<file path="src/rtl/joy_db15_pkg.sv">
// Shared definitions for the DB15 joystick responder: FSM states,
// player-word bit positions and the default per-player frame length.
package joy_db15_pkg;

  typedef enum logic [1:0] {
    ST_IDLE,
    ST_LOAD,
    ST_SHIFT,
    ST_DONE
  } state_t;

  // Bit positions inside a player word (bit 0 is shifted first).
  localparam int unsigned BIT_R    = 0;
  localparam int unsigned BIT_L    = 1;
  localparam int unsigned BIT_D    = 2;
  localparam int unsigned BIT_U    = 3;
  localparam int unsigned BIT_A    = 4;
  localparam int unsigned BIT_B    = 5;
  localparam int unsigned BIT_C    = 6;
  localparam int unsigned BIT_D_BT = 7;
  localparam int unsigned BIT_E    = 8;
  localparam int unsigned BIT_F    = 9;
  localparam int unsigned BIT_S    = 10;
  localparam int unsigned BIT_COIN = 11;

  localparam int unsigned DEFAULT_BITS_PER_PLAYER = 16;

endpackage

</file>
<file path="src/rtl/sync2.sv">
// Two-flop synchroniser for one asynchronous input, with a selectable
// reset value so the synchronised level matches the line's idle state.
module sync2 #(
  parameter logic RST_VAL = 1'b0
) (
  input  logic clk,
  input  logic reset,
  input  logic d,
  output logic q
);

  logic meta;

  // Capture the asynchronous level, then re-register it.
  always_ff @(posedge clk) begin
    if (reset) begin
      meta <= RST_VAL;
      q    <= RST_VAL;
    end else begin
      meta <= d;
      q    <= meta;
    end
  end

endmodule

</file>
<file path="src/rtl/joy_db15_resp.sv">
// DB15 joystick serial responder: emulates the adapter's PISO chain and
// answers JOY_LOAD / JOY_CLK with JOY_DATA, player 1 bit 0 first.
// Optional feature macro: JOY_DB15_RESP_CHAIN_EN adds ser_in as the fill bit.
module joy_db15_resp
  import joy_db15_pkg::*;
#(
  parameter int unsigned BITS_PER_PLAYER = DEFAULT_BITS_PER_PLAYER,
  parameter bit          INVERT          = 1'b1
) (
  input  logic        clk,
  input  logic        reset,
  input  logic [15:0] joystick1,
  input  logic [15:0] joystick2,
  input  logic        joy_clk_in,
  input  logic        joy_load_in,
`ifdef JOY_DB15_RESP_CHAIN_EN
  input  logic        ser_in,
`endif
  output logic        joy_data_out,
  output logic        busy,
  output logic        frame_done,
  output logic        frame_abort
);

  localparam int unsigned N  = 2 * BITS_PER_PLAYER;
  localparam int unsigned CW = $clog2(N + 1);
  localparam logic [CW-1:0] CNT_LAST = CW'(N - 1);
  localparam logic [CW-1:0] CNT_FULL = CW'(N);

  logic          clk_s;
  logic          load_s;
  logic          clk_prev;
  logic          clk_rise;
  logic          fill;
  logic [N-1:0]  image;
  logic [N-1:0]  shreg;
  logic [CW-1:0] cnt;
  state_t        state;
  state_t        state_nxt;
  logic          done_set;
  logic          abort_set;
  logic          unused_bits;

  sync2 #(.RST_VAL(1'b0)) u_clk_sync (
    .clk   (clk),
    .reset (reset),
    .d     (joy_clk_in),
    .q     (clk_s)
  );

  sync2 #(.RST_VAL(1'b1)) u_load_sync (
    .clk   (clk),
    .reset (reset),
    .d     (joy_load_in),
    .q     (load_s)
  );

`ifdef JOY_DB15_RESP_CHAIN_EN
  logic ser_s;

  sync2 #(.RST_VAL(1'b1)) u_ser_sync (
    .clk   (clk),
    .reset (reset),
    .d     (ser_in),
    .q     (ser_s)
  );

  assign fill = ser_s;
`else
  assign fill = 1'b1;
`endif

  assign clk_rise     = clk_s & ~clk_prev;
  assign image        = {joystick2[BITS_PER_PLAYER-1:0], joystick1[BITS_PER_PLAYER-1:0]} ^ {N{INVERT}};
  assign joy_data_out = shreg[0];
  // Player-word bits above the frame length are deliberately ignored.
  assign unused_bits  = ^{joystick1, joystick2};

  // State register.
  always_ff @(posedge clk) begin
    if (reset) state <= ST_IDLE;
    else       state <= state_nxt;
  end

  // Next-state logic; a low load always wins over a clock rise.
  always_comb begin
    state_nxt = state;
    unique case (state)
      ST_IDLE:  if (!load_s) state_nxt = ST_LOAD;
      ST_LOAD:  if (load_s)  state_nxt = ST_SHIFT;
      ST_SHIFT: begin
        if (!load_s)                          state_nxt = ST_LOAD;
        else if (clk_rise && cnt == CNT_LAST) state_nxt = ST_DONE;
      end
      ST_DONE:  if (!load_s) state_nxt = ST_LOAD;
      default:  state_nxt = ST_IDLE;
    endcase
  end

  // Status outputs and pulse requests decoded from the current state.
  always_comb begin
    busy      = (state == ST_SHIFT);
    done_set  = (state == ST_SHIFT) && load_s && clk_rise && (cnt == CNT_LAST);
    abort_set = (state == ST_SHIFT) && !load_s && (cnt != '0);
  end

  // Shift register, bit counter and registered one-cycle pulses.
  // The load is applied in every state while load_s is low, which covers
  // the entry edge into LOAD as well as the continuous reload inside it.
  always_ff @(posedge clk) begin
    if (reset) begin
      shreg       <= '1;
      cnt         <= '0;
      clk_prev    <= 1'b0;
      frame_done  <= 1'b0;
      frame_abort <= 1'b0;
    end else begin
      clk_prev    <= clk_s;
      frame_done  <= done_set;
      frame_abort <= abort_set;
      if (!load_s) begin
        shreg <= image;
        cnt   <= '0;
      end else if (clk_rise && (state == ST_SHIFT || state == ST_DONE)) begin
        shreg <= {fill, shreg[N-1:1]};
        if (cnt != CNT_FULL) cnt <= cnt + 1'b1;
      end
    end
  end

endmodule

</file>
<file path="config.mk">
export PLATFORM = sky130hd
export DESIGN_NAME = joy_db15_resp
export DESIGN_NICKNAME = d
export VERILOG_FILES = /design/src/rtl/joy_db15_pkg.sv /design/src/rtl/sync2.sv /design/src/rtl/joy_db15_resp.sv
export SDC_FILE = /design/constraint.sdc
export NUM_CORES = 1
export LEC_CHECK = 0
export BUFFER_PORTS_ARGS = -buffer_cell sky130_fd_sc_hd__buf_2
export CAP_MARGIN = 20
export CORE_ASPECT_RATIO = 1.4
export CORE_MARGIN = 10
export CORE_UTILIZATION = 49
export CTS_CLUSTER_SIZE = 24
export DETAILED_ROUTE_END_ITERATION = 10
export PLACE_DENSITY_LB_ADDON = 0.2
export SETUP_SLACK_MARGIN = 0.05
export SYNTH_ARGS = -nofsm -noshare
export SYNTH_HDL_FRONTEND = slang
export SYNTH_HIERARCHICAL = 1
export SYNTH_SLANG_ARGS = --single-unit
</file>
<file path="constraint.sdc">
create_clock -name clk -period 1.45 [get_ports clk]
set_input_delay 0.145 -clock clk [delete_from_list [all_inputs] [get_ports clk]]
set_output_delay 0.145 -clock clk [all_outputs]
set_load 0.02 [all_outputs]
</file>
==> flow_summary.json, run 1 <==
{
  "cts_made_buffers": 5,
  "clk-insertion-delay-late_ns": 0.30,
  "slew_headroom_pct": 79.63,
  "ioPinCount": 40,
  "gp_congestion": 0.8329,
  "mostFrequentLayoutCells": "dfxtp_1 (42), buf_2 (39), a21oi_1 (32)",
  "nets": 318,
  "die_h_um": 97.98,
  "cpPeakStageDelay_ns": 0.52,
  "drtAntennaViolNets": 0,
  "critPathKind": "reg -> reg",
  "outcome": "complete, but fails checks",
  "grt_setup_unrepaired": "true",
  "hold_violations": 0,
  "finish.utilization_pct": 67.14,
  "die-area_mm2": 0.007417,
  "core_mm2": 0.004204,
  "hold_ws_ns": 0.04290,
  "cts_sinks": 47,
  "cellLeakagePower_uw": 0.001050,
  "die_x_um": 75.70,
  "overflow": 0,
  "antenna_found_initial": 0,
  "cap_viol_max_count": 0,
  "grt_pass1_vias": 1771,
  "vias_per_cell": 5.365,
  "drcViolationCount": 0,
  "io_buffers": 39,
  "drtIter0Drc": 89,
  "cts_hold_buf": 0,
  "htree_levels": 2,
  "startpoint_type": "flop",
  "drv_slew": 0,
  "drt_wl_total_um": 4881,
  "cts_root_buf": "clkbuf_8",
  "syn_inst": 216,
  "required_ns": 1.69,
  "max_slew.worst_pin.slew_ns": 0.3048,
  "cts_tree": "yes",
  "initial_utilization_pct": 50.62,
  "syn_nets": 257,
  "clock.fmax_mhz": 651.9,
  "end_kind": "flop",
  "num_antenna_cells": 0,
  "first_pass_iters": 4,
  "synth_cell_types": 31,
  "fin_skew_ns": 0.008122,
  "place_ws_ns": -0.06092,
  "post-route-min-period_ns": 1.534,
  "wl_per_cell_um": 15.11,
  "layout_commonest_cell": "dfxtp_1",
  "finalCritPeriodShare_pct": 105.8,
  "vdd_drop_max_mv": 0.7579,
  "num_rows": 28,
  "drive_gt1_share_pct": 36.33,
  "grt_start_max_net_pins": 22,
  "clock_path_buffers": 2,
  "crit_fanout": 4,
  "clk_pin_slew_ns": 0.08,
  "holdCritPathClass": "in -> reg",
  "setup-tns-final_ns": -0.2262,
  "setup_viol": 3,
  "worst_slack_ns": -0.08395,
  "synth_seq_cells": 47,
  "grt_pass1_wl_um": 7852,
  "seq_area_frac_synth_pct": 44.21,
  "fill_cells": 363,
  "synth_area_mm2": 0.002128,
  "syn_avg_cell_area_um2": 9.853,
  "placed_area_mm2": 0.002524,
  "crit_chain": "ha_4 > nand3_2 > or4b_4 > o32a_1 > nor2_1",
  "powerDensity_mw_per_mm2": 1127,
  "critPathArrivalTime_ns": 1.77,
  "syn2layout_area_growth_pct": 32.63,
  "dp.final_hpwl_um": 3301,
  "stdcell_area_mm2": 0.002823,
  "grt_use_total_pct": 12.96,
  "vias": 1733,
  "cpMaxStageDelayCell": "or4b_4",
  "yosys_warnings": 6,
  "violations": "setup timing"
}
-- per-layer routing --
layer  vias to the layer above  GRT usage [%]  routed length [µm]
met2                        29          22.06                2630
met5                         -              0                   0
met4                         0          4.304                  58
met1                       812          14.99                1979
li1                        887              -                   -
met3                         5          3.343                 213
-- where the power goes --
group,total [µW],internal [µW],switching (µW)
combinational,908,489,419
sequential,1420,1370,56.6
clock,849,435,414
total,3180,2290,889
-- synth_stat cells --
cell type  number  area share [%]
nor3_1          4            0.94
nor2_1         10             1.8
a22oi_1         3             1.1
or2_1           2            0.59
o32a_1          1            0.47
nand3b_1        1            0.35
nor3b_1        28             9.9
a41o_1          1            0.47
o31ai_1         1            0.35
buf_1           1            0.18
nor4_1          1            0.29
o21bai_1        1            0.35
a211oi_1        1            0.35
nand3_1         4            0.94
nand2_1         3            0.53
nor4_2          1            0.59
xnor2_1         4             1.6
nand2b_4        1            0.65
dfxtp_1        47              44
ha_1            5             2.9
clkbuf_1       11             1.9
and4_1          1            0.41
inv_1           5            0.88
nor2_2          1            0.29
a21oi_1        32             7.5
nand2b_1        2            0.59
nor2b_1         6             1.8
mux2i_1        31              15
or4b_4          1            0.65
buf_6           3             1.6
nor4b_1         3             1.2
-- cell type report --
cell class | instances | area, µm² | share of cell area [%]
timing repair buffer | 69 | 513.0 | 18.17
clock buffer | 8 | 100.1 | 3.546
tap | 45 | 56.30 | 1.995
inverter | 5 | 18.77 | 0.6649
sequential | 47 | 952.2 | 33.73
multi-input combinational | 149 | 1182 | 41.89
-- stage by stage --
stage / power, µW / instances
floorplan: 1987 / 216
global placement: 2206 / 305
detailed placement: 2216 / 305
CTS: 3064 / 313
global route: 3349 / 323
finish: 3180 / 323
-- sequential cells by signal (all words and copies together), names as in the netlist --
| signal | count |
|---|---|
| cnt | 6 |
| frame_abort | 1 |
| clk_prev | 1 |
| shreg | 32 |
| state | 2 |
| u_load_sync/q | 1 |
| u_clk_sync/meta | 1 |
| frame_done | 1 |
| u_load_sync/meta | 1 |
| u_clk_sync/q | 1 |
-- timing repair --
action	in CTS	in global routing
gates cloned	0	4
pin swaps	0	17
gates resized for setup	2	16
setup endpoints to repair	37	41
setup buffers	0	6
-- kinds of logic after synthesis --
logic type	count (synthesis)	synth area share, %
AOI/OAI and AO/OA	40	10.58
muxes	31	14.58
xor gates and xnor gates	4	1.646
and+or+nand+nor	69	21.46
adders and majority gates	5	2.939
DFF	47	44.21
buffers and inverters	20	4.585
-- worst paths after layout --
check / from / endpoint / slack [ns] / cells after the start
hold / removal: joystick2[9] / shreg[25]$_SDFFE_PP1P_ / 0.04 / 2
setup reg to reg: cnt[0]$_SDFFE_PP0P_ / state[1]$_SDFFE_PP0P_ / -0.08 / 5
setup / recovery: cnt[0]$_SDFFE_PP0P_ / state[1]$_SDFFE_PP0P_ / -0.08 / 5
hold reg to reg: u_load_sync/meta$_SDFF_PP1_ / u_load_sync/q$_SDFF_PP1_ / 0.43 / 1
-- critical path, delay by kind of cell, from the launching register on --
| kind | cells | cell delay (ns) |
|---|---|---|
| fa+ha+maj | 1 | 0.13 |
| compound gates | 1 | 0.30 |
| simple gates | 3 | 0.67 |
| flops | 1 | 0.38 |
Note: power is estimated with default switching activity, not from simulation.
==> run 2: changes to the inputs <==
Settings changed: CORE_UTILIZATION 49 to 40.
==> flow_summary.json, run 2 (synthesis gave the netlist of run 1 again) <==
{
  "outcome": "complete, but fails checks",
  "violations": "setup timing",
  "powerDensity_mw_per_mm2": 1206,
  "p_total_uw": 3613,
  "cts_hold_buf": 0,
  "drv_slew": 0,
  "crit_fanout": 4,
  "path_buf_inv": 0,
  "nets": 323,
  "clk_pin_slew_ns": 0.09,
  "slew_headroom_pct": 77.21,
  "num_rows": 31,
  "grt_start_max_net_pins": 23,
  "layout_commonest_cell": "dfxtp_1",
  "setup_viol": 5,
  "startpoint_type": "flop",
  "hold_violations": 0,
  "cts_root_buf": "clkbuf_8",
  "top_register": "shreg",
  "critPathArrivalTime_ns": 1.77,
  "holdPathEnd": "shreg[25]$_SDFFE_PP1P_",
  "cts_sinks": 47,
  "syn2layout_area_growth_pct": 40.80,
  "core_mm2": 0.005159,
  "io_buffers": 39,
  "end_kind": "flop",
  "critPathKind": "reg -> reg",
  "vias_per_cell": 5.066,
  "antenna_found_initial": 0,
  "max_slew.worst_pin.slew_ns": 0.3403,
  "clk-insertion-delay-late_ns": 0.30,
  "mostFrequentLayoutCells": "dfxtp_1 (42), buf_2 (38), a21oi_1 (31)",
  "first_pass_iters": 4,
  "cpPeakStageDelay_ns": 0.51,
  "largest_reg_flops": 32,
  "cellLeakagePower_uw": 0.001111,
  "worstReg2RegStart": "cnt[1]$_SDFFE_PP0P_",
  "holdCritPathClass": "in -> reg",
  "drive_gt1_share_pct": 38.16,
  "wl_per_cell_um": 15.00,
  "drtIter0Drc": 42,
  "finalCritPeriodShare_pct": 104.8,
  "crit_chain": "ha_4 > nand3_2 > or4b_4 > o32a_1 > nor2_1",
  "fin_skew_ns": 0.009635,
  "top_regs": "shreg x32, cnt x6, state x2",
  "rr_endpoint": "state[1]$_SDFFE_PP0P_",
  "grt_pass1_vias": 1904,
  "die-area_mm2": 0.008680,
  "gp_congestion": 0.8194,
  "grt_setup_unrepaired": "true",
  "holdPathStages": 2,
  "die_h_um": 106.3,
  "overflow": 0,
  "clock_path_buffers": 2,
  "num_antenna_cells": 0,
  "vias": 1768,
  "drt_wl_total_um": 5236,
  "htree_levels": 2,
  "clock.fmax_mhz": 658.2,
  "place_ws_ns": -0.09642,
  "cpMaxStageDelayCell": "or4b_4",
  "cp_top_family": "simple AND/OR/NAND/NOR gates",
  "cts_made_buffers": 5,
  "grt_use_total_pct": 12.02,
  "ioPinCount": 40,
  "reg2reg_setup_slack_ns": -0.07,
  "cap_viol_max_count": 0,
  "cts_tree": "yes",
  "dp.final_hpwl_um": 3475,
  "worstHoldStart": "joystick2[9]",
  "drcViolationCount": 0,
  "worst_slack_ns": -0.06927,
  "die_x_um": 81.65,
  "required_ns": 1.70,
  "drtAntennaViolNets": 0,
  "initial_utilization_pct": 41.26,
  "grt_pass1_wl_um": 8369,
  "vdd_drop_max_mv": 0.5971,
  "worstRegToRegCells": 5,
  "post-route-min-period_ns": 1.519
}
## run 2: cell types whose count changed in the layout (fill, tap and decap cells not counted), sizes merged
| cell | delta |
|---|---|
| bufinv | +2 |
| clkbuf | -4 |
| buf | +6 |
| clkinvlp | +1 |
## run 2: power by group
group          total (µW)  internal, µW  switching, µW  leakage (µW)
Clock                1140           687            451     0.0000644
Combinational        1020           566            450      0.000659
Sequential           1460          1380           80.2      0.000387
## run 2: worst max-delay path by stage
stage                              startpoint               endpoint  cells past startpoint
after global routing      cnt[1]$_SDFFE_PP0P_  state[0]$_SDFFE_PP0P_                      5
after global placement    cnt[0]$_SDFFE_PP0P_    cnt[0]$_SDFFE_PP0P_                      6
final                     cnt[1]$_SDFFE_PP0P_  state[1]$_SDFFE_PP0P_                      5
after floorplan           cnt[0]$_SDFFE_PP0P_  state[1]$_SDFFE_PP0P_                      5
after detailed placement  cnt[0]$_SDFFE_PP0P_    cnt[0]$_SDFFE_PP0P_                      6
after CTS                 cnt[0]$_SDFFE_PP0P_  state[1]$_SDFFE_PP0P_                      5
## run 2: final cells by class
type | count | area, µm²
fillers | 478 | 2162
flip-flops and latches | 47 | 957.2
clock buffers | 5 | 68.82
inverters | 5 | 21.27
well taps | 66 | 82.58
clock inverters | 3 | 67.56
multi-input cells | 149 | 1216
repair buffers | 74 | 583.1
## run 2: per-stage QoR
stage / area (µm²) / hold slack, ns / utilization (%) / setup TNS (ns) / instances
final: 2997 / 0.02012 / 58.09 / -0.2306 / 349
after global routing: 2997 / 0.008849 / 58.09 / -2.003 / 349
after CTS: 2806 / 0.01751 / 54.40 / -0.3238 / 339
after detailed placement: 2542 / 0.3435 / 49.28 / -0.6654 / 325
after global placement: 2542 / 0.3440 / 49.28 / -0.1920 / 325
after floorplan: 2173 / 0.2166 / - / -0.1836 / 216
## run 2: repair_timing
item | 4_1_cts | 5_1_grt
gates cloned | 2 | 2
setup endpoints to repair | 37 | 34
gates resized for setup | 10 | 22
pin swaps | 4 | 26
buffers inserted | 4 | 8
## run 2: metal layers
metal	up-vias	share of wire (%)	wire, µm	track usage (%)
met2	27	55	2854	21.86
met3	8	3.7	193	3.710
li1	901	-	-	-
met4	0	1.5	81	4.390
met5	-	0	0	0
met1	832	40	2106	12.36
